==> src/rtl/wordcount_word_unpacker_if.sv <==
// Generic valid/ready stream with an end-of-transfer marker. It carries both the
// 512-bit read-master beats and the 128-bit words handed to the core.
interface wordcount_word_unpacker_if #(
  parameter int WIDTH = 512
) ();
  logic             valid;
  logic             ready;
  logic [WIDTH-1:0] data;
  logic             last;

  modport master (output valid, output data, output last, input  ready);
  modport slave  (input  valid, input  data, input  last, output ready);
endinterface

==> src/rtl/wordcount_word_unpacker.sv <==
// Splits read-master beats into fixed-width words and emits exactly num_of_words
// of them, lowest slice first, then pulses done for the kick sequencer.
module wordcount_word_unpacker #(
  parameter int DATA_WIDTH = 512,
  parameter int WORD_WIDTH = 128
) (
  input  logic                            clk,
  input  logic                            reset_n,
  input  logic                            kick,
  input  logic [31:0]                     num_of_words,
  output logic                            busy,
  output logic                            done,
  output logic                            err_short,
  output logic [31:0]                     words_emitted,
  wordcount_word_unpacker_if.slave        s_axis,
  wordcount_word_unpacker_if.master       m_word
);

  localparam int WORDS_PER_BEAT = DATA_WIDTH / WORD_WIDTH;
  localparam int IDX_W          = (WORDS_PER_BEAT > 1) ? $clog2(WORDS_PER_BEAT) : 1;

  typedef enum logic [1:0] {IDLE, FETCH, EMIT, FINISH} state_t;

  state_t                                    state, next_state;
  logic [31:0]                               remaining;
  logic [WORDS_PER_BEAT-1:0][WORD_WIDTH-1:0] beat;
  logic [IDX_W-1:0]                          idx;
  logic                                      word_hs;
  logic                                      last_slice;
  logic                                      beat_acc;
  logic [31:0]                               rem_before_beat;

  // When a beat lands on the last-slice handshake, that handshake's word is
  // already gone, so the new beat is judged against the decremented count.
  always_comb begin
    word_hs         = (state == EMIT) && m_word.ready;
    last_slice      = (idx == IDX_W'(WORDS_PER_BEAT - 1));
    beat_acc        = s_axis.valid && s_axis.ready;
    rem_before_beat = word_hs ? remaining - 32'd1 : remaining;
  end

  always_ff @(posedge clk) begin
    // NOTE: sequential state uses <= so every register sees pre-edge values.
    if (!reset_n) state <= IDLE;
    else          state <= next_state;
  end

  always_comb begin
    // NOTE: default assignment first, so no path leaves next_state unassigned (no latch).
    next_state = state;
    unique case (state)
      IDLE:   if (kick) next_state = (num_of_words == 32'd0) ? FINISH : FETCH;
      FETCH:  if (beat_acc) next_state = EMIT;
      EMIT: begin
        if (word_hs) begin
          if (remaining == 32'd1)          next_state = FINISH;
          else if (last_slice && !beat_acc) next_state = FETCH;
        end
      end
      FINISH: next_state = IDLE;
      default: next_state = IDLE;
    endcase
  end

  always_comb begin
    busy          = 1'b0;
    done          = 1'b0;
    s_axis.ready  = 1'b0;
    m_word.valid  = 1'b0;
    m_word.last   = 1'b0;
    unique case (state)
      FETCH: begin
        busy         = 1'b1;
        s_axis.ready = 1'b1;
      end
      EMIT: begin
        busy         = 1'b1;
        m_word.valid = 1'b1;
        m_word.last  = (remaining == 32'd1);
        // Refill in the same cycle the last slice leaves, so words stream without a bubble.
        s_axis.ready = word_hs && last_slice && (remaining > 32'd1);
      end
      FINISH:  done = 1'b1;
      default: ;
    endcase
  end

  assign m_word.data = beat[idx];

  always_ff @(posedge clk) begin
    if (!reset_n) begin
      // NOTE: the beat register is cleared on reset too, so no stale data survives an abandoned run.
      remaining     <= '0;
      words_emitted <= '0;
      err_short     <= 1'b0;
      beat          <= '0;
      idx           <= '0;
    end else begin
      if (state == IDLE && kick) begin
        remaining     <= num_of_words;
        words_emitted <= '0;
        err_short     <= 1'b0;
      end
      if (word_hs) begin
        remaining     <= remaining - 32'd1;
        words_emitted <= words_emitted + 32'd1;
        idx           <= idx + 1'b1;
      end
      if (beat_acc) begin
        beat <= s_axis.data;
        idx  <= '0;
        if (s_axis.last && (rem_before_beat > 32'(WORDS_PER_BEAT))) err_short <= 1'b1;
      end
    end
  end

endmodule

==> src/flat_wrapper.sv <==
// flat-port wrapper written by rule: the top's interface ports become plain ports
module wordcount_word_unpacker_flat 
#(
  parameter int DATA_WIDTH = 512,
  parameter int WORD_WIDTH = 128
)
  (clk, reset_n, kick, num_of_words, busy, done, err_short, words_emitted, s_axis_valid, s_axis_data, s_axis_last, s_axis_ready, m_word_valid, m_word_data, m_word_last, m_word_ready);
  wordcount_word_unpacker_if #(.WIDTH(DATA_WIDTH)) s_axis_i ();
  wordcount_word_unpacker_if #(.WIDTH(WORD_WIDTH)) m_word_i ();
  input  logic clk;
  input  logic reset_n;
  input  logic kick;
  input  logic [31:0] num_of_words;
  output logic busy;
  output logic done;
  output logic err_short;
  output logic [31:0] words_emitted;
  input wire logic [$bits(s_axis_i.valid)-1:0] s_axis_valid;
  input wire logic [$bits(s_axis_i.data)-1:0] s_axis_data;
  input wire logic [$bits(s_axis_i.last)-1:0] s_axis_last;
  output wire logic [$bits(s_axis_i.ready)-1:0] s_axis_ready;
  output wire logic [$bits(m_word_i.valid)-1:0] m_word_valid;
  output wire logic [$bits(m_word_i.data)-1:0] m_word_data;
  output wire logic [$bits(m_word_i.last)-1:0] m_word_last;
  input wire logic [$bits(m_word_i.ready)-1:0] m_word_ready;
  assign s_axis_i.valid = s_axis_valid;
  assign s_axis_i.data = s_axis_data;
  assign s_axis_i.last = s_axis_last;
  assign s_axis_ready = s_axis_i.ready;
  assign m_word_valid = m_word_i.valid;
  assign m_word_data = m_word_i.data;
  assign m_word_last = m_word_i.last;
  assign m_word_i.ready = m_word_ready;
  wordcount_word_unpacker #(.DATA_WIDTH(DATA_WIDTH), .WORD_WIDTH(WORD_WIDTH)) u_core (.clk(clk), .reset_n(reset_n), .kick(kick), .num_of_words(num_of_words), .busy(busy), .done(done), .err_short(err_short), .words_emitted(words_emitted), .s_axis(s_axis_i), .m_word(m_word_i));
endmodule
==> config.mk <==
export PLATFORM = sky130hd
export DESIGN_NAME = wordcount_word_unpacker_flat
export DESIGN_NICKNAME = d
export VERILOG_FILES = /design/src/rtl/wordcount_word_unpacker_if.sv /design/src/rtl/wordcount_word_unpacker.sv /design/src/flat_wrapper.sv
export SDC_FILE = /design/constraint.sdc
export NUM_CORES = 1
export LEC_CHECK = 0
export CORE_AREA = 8 8 274 276
export CTS_BUF_LIST = sky130_fd_sc_hd__clkbuf_16
export CTS_CLUSTER_SIZE = 12
export DETAILED_ROUTE_END_ITERATION = 12
export DIE_AREA = 0 0 282 284
export PLACE_DENSITY = 0.71
export SLEW_MARGIN = 20
export SYNTH_ARGS = -nofsm -noshare
export SYNTH_HDL_FRONTEND = slang
export SYNTH_SLANG_ARGS = --single-unit
==> constraint.sdc <==
create_clock -name clk -period 3.1 [get_ports clk]
set_input_delay 0.465 -clock clk [delete_from_list [all_inputs] [get_ports clk]]
set_output_delay 0.465 -clock clk [all_outputs]
set_load 0.01 [all_outputs]
# Yosys cells after proc, flatten, opt, wreduce, memory -nomap -nowiden
# Cells that the tools add are included.
# W data, S select, Z words.
[op_classes]
bitwise = 1
n_lt_le_gt_ge = 3
shifts = 0
reduce_logical = 14
div = 0
n_eq_ne = 9
n_addsub = 3
mul = 0
muxes = 22
[op_table]
columns = ["operator", "n"]
rows = [
  ["$bmux W128 S2", 1],
  ["$mux W32", 5],
  ["$mux W128", 1],
  ["$add A32 B1 Y32 const B", 1],
  ["$eq A32 B1 Y1 const B", 1],
  ["$gt A32 B1 Y1 const B", 1],
  ["$gt A32 B3 Y1 const B", 1],
  ["$logic_not A32 Y1", 1],
  ["$sub A32 B1 Y32 const B", 1],
  ["$mux W2", 6],
  ["$pmux W2 S4", 1],
  ["$logic_and A1 B1 Y1", 7],
  ["$mux W1", 7],
  ["$eq A2 B2 Y1 const B", 3],
  ["$ne A2 B1 Y1 const B", 2],
  ["$reduce_and A4 Y1", 1],
  ["$reduce_or A2 Y1", 2],
  ["$lt A2 B3 Y1 const B", 1],
  ["$ne A3 B3 Y1 const B", 1],
  ["$add A2 B1 Y2 const B", 1],
  ["$eq A2 B1 Y1 const B", 1],
  ["$logic_not A2 Y1", 1],
  ["$ne A2 B2 Y1 const B", 1],
  ["$pmux W1 S2", 1],
  ["other kinds (3)", 3],
]
[word_totals]
word_cells = 61
inputBits = 550
ff_bits = 581
mem_count = 0
latchBits = 0
ram_bits = 0
rom_bits = 0
out_inout_bits = 166

# Depth between registers and ports, before layout
# Gate-level depths: netlist of run 1.
[depth]
ltp_word = 12
mapped_depth = 12
depth_no_buf = 8

# Worst setup path before layout of run 1
# No wires, ideal clock.
[synth_path]
path_kind = "reg-to-reg"
startpoint = "reg u_core.remaining[0]"
endpoint = "reg u_core.err_short"
stages_incl_launch_ff = 11
arrival_time_ps = 2512
n_path_buf = 2
required_time_ps = 2957
setup_slack_ps = 445
setup_ps = 143
synth_period_minus_slack_ps = 2655
path_cell_list = "dfxtp_1 -> clkbuf_1 -> inv_1 -> ha_1 -> clkbuf_1 -> or3b_2 -> or4_1 -> mux2i_1 -> o21ai_1 -> o41ai_1 -> a41oi_1"
[synth_between]
elab_chain_cells = 6
word_cells_on_any_way = 10
cone_classes = "add/sub: 1; order compare: 2; mux: 4; reduce/logical: 3"
[synth_rtl]
columns = ["item", "line_no", "source"]
rows = [
  ["from (decl)", "wordcount_word_unpacker.sv:25", "logic [31:0] remaining;"],
  ["from (signal assigned)", "wordcount_word_unpacker.sv:100", "remaining <= num_of_words;"],
  ["from (signal assigned)", "wordcount_word_unpacker.sv:105", "remaining <= remaining - 32'd1;"],
  ["$sub A32 B1 Y32", "wordcount_word_unpacker.sv:39", "rem_before_beat = word_hs ? remaining - 32'd1 : remaining;"],
  ["$mux W32", "wordcount_word_unpacker.sv:39", ""],
  ["$gt A32 B3 Y1", "wordcount_word_unpacker.sv:112", "if (s_axis.last && (rem_before_beat > 32'(WORDS_PER_BEAT))) err_short <= 1'b1;"],
  ["$logic_and A1 B1 Y1", "wordcount_word_unpacker.sv:112", ""],
  ["$mux W1", "wordcount_word_unpacker.sv:112", ""],
  ["$mux W1 *", "wordcount_word_unpacker.sv:109", "if (beat_acc) begin"],
  ["to (signal assigned)", "wordcount_word_unpacker.sv:95", "err_short <= 1'b0;"],
  ["to (signal assigned)", "wordcount_word_unpacker.sv:102", "err_short <= 1'b0;"],
  ["to (signal assigned)", "wordcount_word_unpacker.sv:112", ""],
  ["to (decl)", "wordcount_word_unpacker.sv:13", "output logic err_short,"],
]
# Mark *: on every way between the ends. The rest lies on a longest branch, timed or not.
# A chain may end at the register's enable or synchronous reset.

# Worst setup path after layout of run 1
[layout_path]
startpoint = "reg u_core.idx[0]"
endpoint = "out m_word_data[102]"
[layout_between]
elab_chain_cells = 2
[layout_rtl]
columns = ["item", "line_no", "source"]
rows = [
  ["from (decl)", "wordcount_word_unpacker.sv:27", "logic [IDX_W-1:0] idx;"],
  ["from (signal assigned)", "wordcount_word_unpacker.sv:107", "idx <= idx + 1'b1;"],
  ["$bmux W128 S2", "wordcount_word_unpacker.sv:88", "assign m_word.data = beat[idx];"],
  ["$mux W128 (implied by the code)", "wordcount_word_unpacker.sv:88", ""],
  ["to (decl)", "flat_wrapper.sv:23", "output wire logic [$bits(m_word_i.data)-1:0] m_word_data;"],
]
# Every way passes these cells. The select of a mux whose other input is x is not followed.

==> results of run 1 <==
power breakdown:
part	total (uW)	switching, uW	internal [uW]	leakage (uW)
logic	5440	2830	2610	0.00620
clock network	7540	3180	4360	0.00107
registers	8720	552	8170	0.00470
registers in the layout, summed over array words and instances (netlist names):
| signal | count |
|---|---|
| u_core.beat | 512 |
| u_core.err_short | 1 |
| u_core.idx | 2 |
| u_core.remaining | 32 |
| u_core.state | 2 |
| u_core.words_emitted | 32 |
critical path: cells and delay by family, from the launching register on:
kind	cells	cell delay, ns
buffers and inverters	2	0.81
flip-flops	1	0.51
multiplexers	1	0.60
layer usage:
metal	global-route usage (%)	vias up	part of all wire, %
li1	-	11500	-
met4	9.63	12	4.0
met2	36.4	884	49
met1	26.6	11400	40
met5	0	-	0.095
met3	4.97	203	7.4
final timing paths:
path / to / slack, ns
worst max-delay path: m_word_data[102] / 0.08
worst min-delay path: u_core.beat[220]$_SDFFE_PN0P_ / 0.42
worst max register to register: u_core.beat[183]$_SDFFE_PN0P_ / 0.20
worst min register to register: u_core.beat[338]$_SDFFE_PN0P_ / 0.45
cells by family (layout without fill, tap and decap cells):
| kind of cell | after synthesis | after routing | share of synthesized area (%) |
|---|---|---|---|
| fa+ha+maj | 9 | 9 | 0.452 |
| simple gates | 1279 | 1279 | 20.9 |
| mux | 134 | 134 | 11.8 |
| compound gates | 692 | 692 | 15.0 |
| buf+inv | 254 | 945 | 4.79 |
| flops | 581 | 581 | 46.7 |
| other cells | 0 | 17 | 0 |
| xor+xnor | 8 | 8 | 0.281 |
stage by stage:
stage	cells	setup slack, ns	area (um2)	util (%)
2_1_floorplan	2957	0.445	24900	-
3_3_place_gp	4467	0.234	33300	47.0
3_5_place_dp	4467	0.232	33300	47.0
4_1_cts	4596	-0.00869	35500	50.1
5_1_grt	4615	-0.0206	35600	50.3
6_report	4615	0.0803	35600	50.3
cell type report:
class                      instances  area, um2  area share, %
sequential                       581      11700           32.8
tap                              950       1190           3.34
inverter                          12       52.6          0.148
timing repair buffer             813       8440           23.7
clock inverter                    53        392           1.10
antenna                           17       42.5          0.120
multi-input combinational       2122      12100           34.1
clock buffer                      67       1680           4.71
placed cells by master (no fill, tap or decap), drive strengths merged, types with 11 or more instances in the layout:
master,count
nor3,27
dlymetal6s2s,11
dfxtp,581
nand4,15
diode,17
mux4,128
or4,14
nor4,19
clkdlybuf4s50,702
nor2,68
buf,98
and3,11
clkinv,24
clkbuf,67
nand2,1067
o21ai,41
inv,35
nand3,17
a21oi,566
timing repair:
action	CTS	global route
hold endpoints to repair	0	0
resized for setup	12	21
setup endpoints to repair	10	14
cloned	1	0
pin swaps	6	5
setup buffers	8	2
hold buffers	0	0
==> results.md, run 1 <==
* Status: finished clean
* Core Box Area at 70800 um2
* R2R Path Start: u_core.remaining[5]$_SDFFE_PN0P_
* Unrepaired setup endpoints after global routing: true
* Slew margin rel. at 52.5%
* Critical path endpoint category: output pin
* Die area at 80100 um2
* Largest net degree at the start of global routing at 136
* Clock Tree Buf Depth at 3
* Synth area leader: dfxtp_1
* Net count after synthesis at 3516
* Drt first pass iters at 6
* # H-tree levels at 3
* Worst path slowest cell: mux4_2
* Most instantiated library cell after synthesis: nand2_1
* Initial antenna violation count at 24
* Critical Path AT at 2.55 ns
* Pwr Density at 610 nW/um2
* Worst hold path class: primary input to register
* EDFF count, synth at 0
* Async S/R FF share, synth at 0%
* VDD IR max at 390 uV
* Initial core utilization at 35.2%
* Min Tclk post-route at 3.02 ns
* Main synth FF type: dfxtp_1
* Fillcell total at 6649
* Rows at 98
* Total track usage at 21.8%
* Area Overhead vs Synth at 42.8%
* Post-DP HPWL at 67000 um
* Worst setup SP type: register
* Critical path launch point: u_core.idx[0]$_SDFFE_PP0P_
* CP required at 2.63 ns
* CTS clock-pin slew for the worst setup and hold paths at 0.06 ns
* Die W at 282 um
* Vias/cell at 5.19
* Most frequent cells after synthesis: nand2_1, dfxtp_1, a21oi_1, mux4_2, clkbuf_1
* First-pass GRT wire length at 138000 um
* Worst hold stages at 3
* Synth top area share at 46.7%
* Post-Syn Area at 24900 um2
* Chip height at 284 um
* Via count at 24.0k
* Synth unique cells at 69
* Max Freq at 331 MHz
* Ports at 716
* Clk_lat worst skew at 0.59 ns
* Critical path fanouts, max at 37
* Antenna Nets Post-Route at 0
* Routed length per instance at 19.9 um
* Setup TNS Final at 0 ns
* Syn. warnings at 0
* Avg Synthesized Cell Area at 8.42 um2
* Post-Synthesis Cells at 2957
* Worst-margin pin slew at 0.707 ns
* TritonCTS clock tree: built
* CTS Buf Count at 67
* Slowest stage delay, CP at 0.60 ns
* FF-to-FF path depth at 10
* Critical path class: register to output pin
* Yosys reg bits at 581
* Vias in the first global route at 23.5k
* Setup Skew at 0.0224 ns
* Final Hold Fails at 0
* Pins Over Slew Limit at 0
* Worst path cell trace: buf_16, mux4_2, clkdlybuf4s50_1
* Fraction of layout cells with a size suffix above 1 at 9.43%
* Starting DRT DRC Count at 1846
* Total grt overflow at 0
* Final setup viols at 0
* Hold Worst Slack at 0.423 ns
* Area contributors post-synth: dfxtp_1, nand2_1, mux4_2, a21oi_1, clkbuf_1
* TritonCTS Sinks at 581
* Residual DRC count at 0
* Routed WL at 92000 um
* RePlAce Congestion at 0.921
* Max_cap viols at 0
* Hold Startpoint: s_axis_data[220]
* Clock tree root driver cell: clkbuf_16
* Part of the cycle the worst path needs at 97.4%
* Sequential-to-total area share from yosys stat at 46.7%
* Fin nets at 4156
* Total design power at 21700 uW
* Leak at 0.0120 uW
* Buffers on Ports at 715
Power figures use the tool's default switching activity.
==> run 2, diff against run 1 <==
- SKIP_CTS_REPAIR_TIMING: default -> 1
==> run 2 against run 1 <==
Net effect: worst setup slack got worse by 0.065 ns; sequential power hardly changed; clock power barely moved; fmax down 2.1%; worst hold slack better by 0.0011 ns; non-clock buffer count increased by 1; utilization barely moved; global-route usage is 0.13 points lower.
==> results.md, run 2 (synthesis gave the netlist of run 1 again) <==
* Drt first pass iters at 7 (+1)
* Setup TNS Final at 0 ns (unchanged)
* Buffers on Ports at 715 (unchanged)
* Top Registers: u_core.beat x512, u_core.remaining x32, u_core.words_emitted x32
* Via count at 24.0k (-0.054%)
* CTS clock-pin slew for the worst setup and hold paths at 0.06 ns (about the same)
* FF-to-FF path depth at 11 (+1)
* Final Hold Fails at 0 (unchanged)
* Largest net degree at the start of global routing at 136 (unchanged)
* Clk_lat worst skew at 0.58 ns (about the same)
* Part of the cycle the worst path needs at 99.5% (+2.1 points)
* Area of placed instances at 33300 um2 (unchanged)
* Area Overhead vs Synth at 42.8% (about the same)
* # H-tree levels at 3 (unchanged)
* Starting DRT DRC Count at 1831 (-0.81%)
* Die W at 282 um (unchanged)
* Max_cap viols at 0 (unchanged)
* Clock Tree Buf Depth at 3 (unchanged)
* CP required at 2.63 ns (about the same)
* Max reg flops at 512 (unchanged)
* Critical Path AT at 2.62 ns (+0.07 ns)
* Status: finished clean
* Max Freq at 324 MHz (-2.1%)
* Leak at 0.0118 uW (-1.4%)
* Hold Worst Slack at 0.424 ns (+0.00113 ns)
* Pins Over Slew Limit at 0 (unchanged)
* Final setup viols at 0 (unchanged)
* Seq pwr share at 40.2% (about the same)
* Fillcell total at 6658 (+0.14%)
* Ports at 716 (unchanged)
* Commonest non-fill, non-tap cell in the layout: nand2_1
* Clock tree root driver cell: clkbuf_16
* First-pass GRT wire length at 137000 um (-0.53%)
* Worst setup SP type: register
* Rows at 98 (unchanged)
* Routed WL at 91900 um (-0.13%)
* RePlAce Congestion at 0.921 (unchanged)
* Fin cells at 4616 (+0.022%)
* Slew margin rel. at 50.1% (-2.4 points)
* P_int at 15100 uW (-0.14%)
* Critical path endpoint category: output pin
* Routed length per instance at 19.9 um (-0.16%)
* Total track usage at 21.7% (-0.13 points)
* Total grt overflow at 0 (unchanged)
* Critical path fanouts, max at 5 (-86%)
* Setup Skew at 0.0213 ns (-0.00107 ns)
* Fin nets at 4157 (+0.024%)
* Initial core utilization at 35.2% (unchanged)
* TritonCTS clock tree: built
* Core Box Area at 70800 um2 (unchanged)
* Combinational power share at 25.0% (about the same)
* P_sw at 6540 uW (-0.30%)
* Fin area at 35600 um2 (about the same)
* Reg with most FFs: u_core.beat
* Pwr Density at 609 nW/um2 (-0.15%)
* Min Tclk post-route at 3.08 ns (+0.0646 ns)
* Sw Ratio at 30.2% (-0.034 points)
* Most frequent cells in the layout: nand2_1, clkdlybuf4s50_1, dfxtp_1
* Initial antenna violation count at 23 (-4.2%)
* Vias/cell at 5.19 (about the same)
* Worst hold stages at 3 (unchanged)
* Chip height at 284 um (unchanged)
* Residual DRC count at 0 (unchanged)
* Unrepaired setup endpoints after global routing: true
* Share of total power in the clock network at 34.8% (about the same)
* Worst hold path class: primary input to register
* Antenna Nets Post-Route at 0 (unchanged)
* Vias in the first global route at 23.3k (-0.53%)
* Fraction of layout cells with a size suffix above 1 at 9.32% (-0.11 points)
* Critical path class: register to output pin
* Worst-margin pin slew at 0.742 ns (+0.0349 ns)
* Post-DP HPWL at 67000 um (unchanged)
* Cell count after placement at 4467 (unchanged)
* CTS Buf Count at 67 (unchanged)
* Die area at 80100 um2 (unchanged)
* VDD IR max at 391 uV (+0.13%)
* TritonCTS Sinks at 581 (unchanged)
-- run 2: cell count changes in the layout (fill, tap and decap cells not counted), sizes merged --
| cell | delta |
|---|---|
| dlymetal6s2s | -9 |
| dlygate4sd2 | -1 |
| buf | -1 |
| clkdlybuf4s15 | -1 |
| clkdlybuf4s50 | +11 |
| clkbuf | +2 |
-- run 2: final timing paths --
kind	to	start	slack (ns)
setup / recovery	s_axis_ready	u_core.remaining[11]$_SDFFE_PN0P_	0.02
hold / removal	u_core.beat[220]$_SDFFE_PN0P_	s_axis_data[220]	0.42
setup reg to reg	u_core.beat[319]$_SDFFE_PN0P_	u_core.remaining[11]$_SDFFE_PN0P_	0.12
hold reg to reg	u_core.beat[338]$_SDFFE_PN0P_	u_core.beat[338]$_SDFFE_PN0P_	0.45
-- run 2: power by group through the flow --
stage	clock network, uW	logic (uW)	registers, uW
after CTS	7730	5270	8670
after global routing	8000	5900	8780
final	7540	5410	8710
after floorplan	0	3150	8600
after global placement	0	5210	8800
after detailed placement	0	5250	8830
-- run 2: layout make-up --
type	instances	area [um2]	area share [%]
multi-input cells	2122	12100	34.1
flip-flops and latches	581	11600	32.7
repair buffers	814	8440	23.7
clock buffers	67	1680	4.71
well taps	950	1190	3.34
clock inverters	53	392	1.10
inverters	12	52.6	0.148
diodes	17	42.5	0.120
-- run 2: worst max-delay path, stage by stage, from the launching register on --
cell	delay [ns]
dfxtp_2	0.35
nor4_4	0.38
nand4_1	0.23
buf_4	0.19
o41a_1	0.50
o21a_1	0.20
dlymetal6s2s_1	0.17
-- run 2: per-stage QoR --
step                      setup slack, ns  power [uW]  utilization, %
final                              0.0158       21700            50.3
after global routing              -0.0864       22700            50.3
after CTS                          -0.378       21700            49.9
after detailed placement            0.232       14100            47.0
after global placement              0.234       14000            47.0
after floorplan                     0.445       11800               -
-- run 2: layer usage --
layer	global-route usage (%)	wire length [um]	vias to the layer above	share of wire, %
met2	36.1	44900	836	49
met5	0	73	-	0.079
met4	9.54	3640	10	4.0
li1	-	-	11500	-
met3	4.76	6460	200	7.0
met1	26.6	36800	11500	40
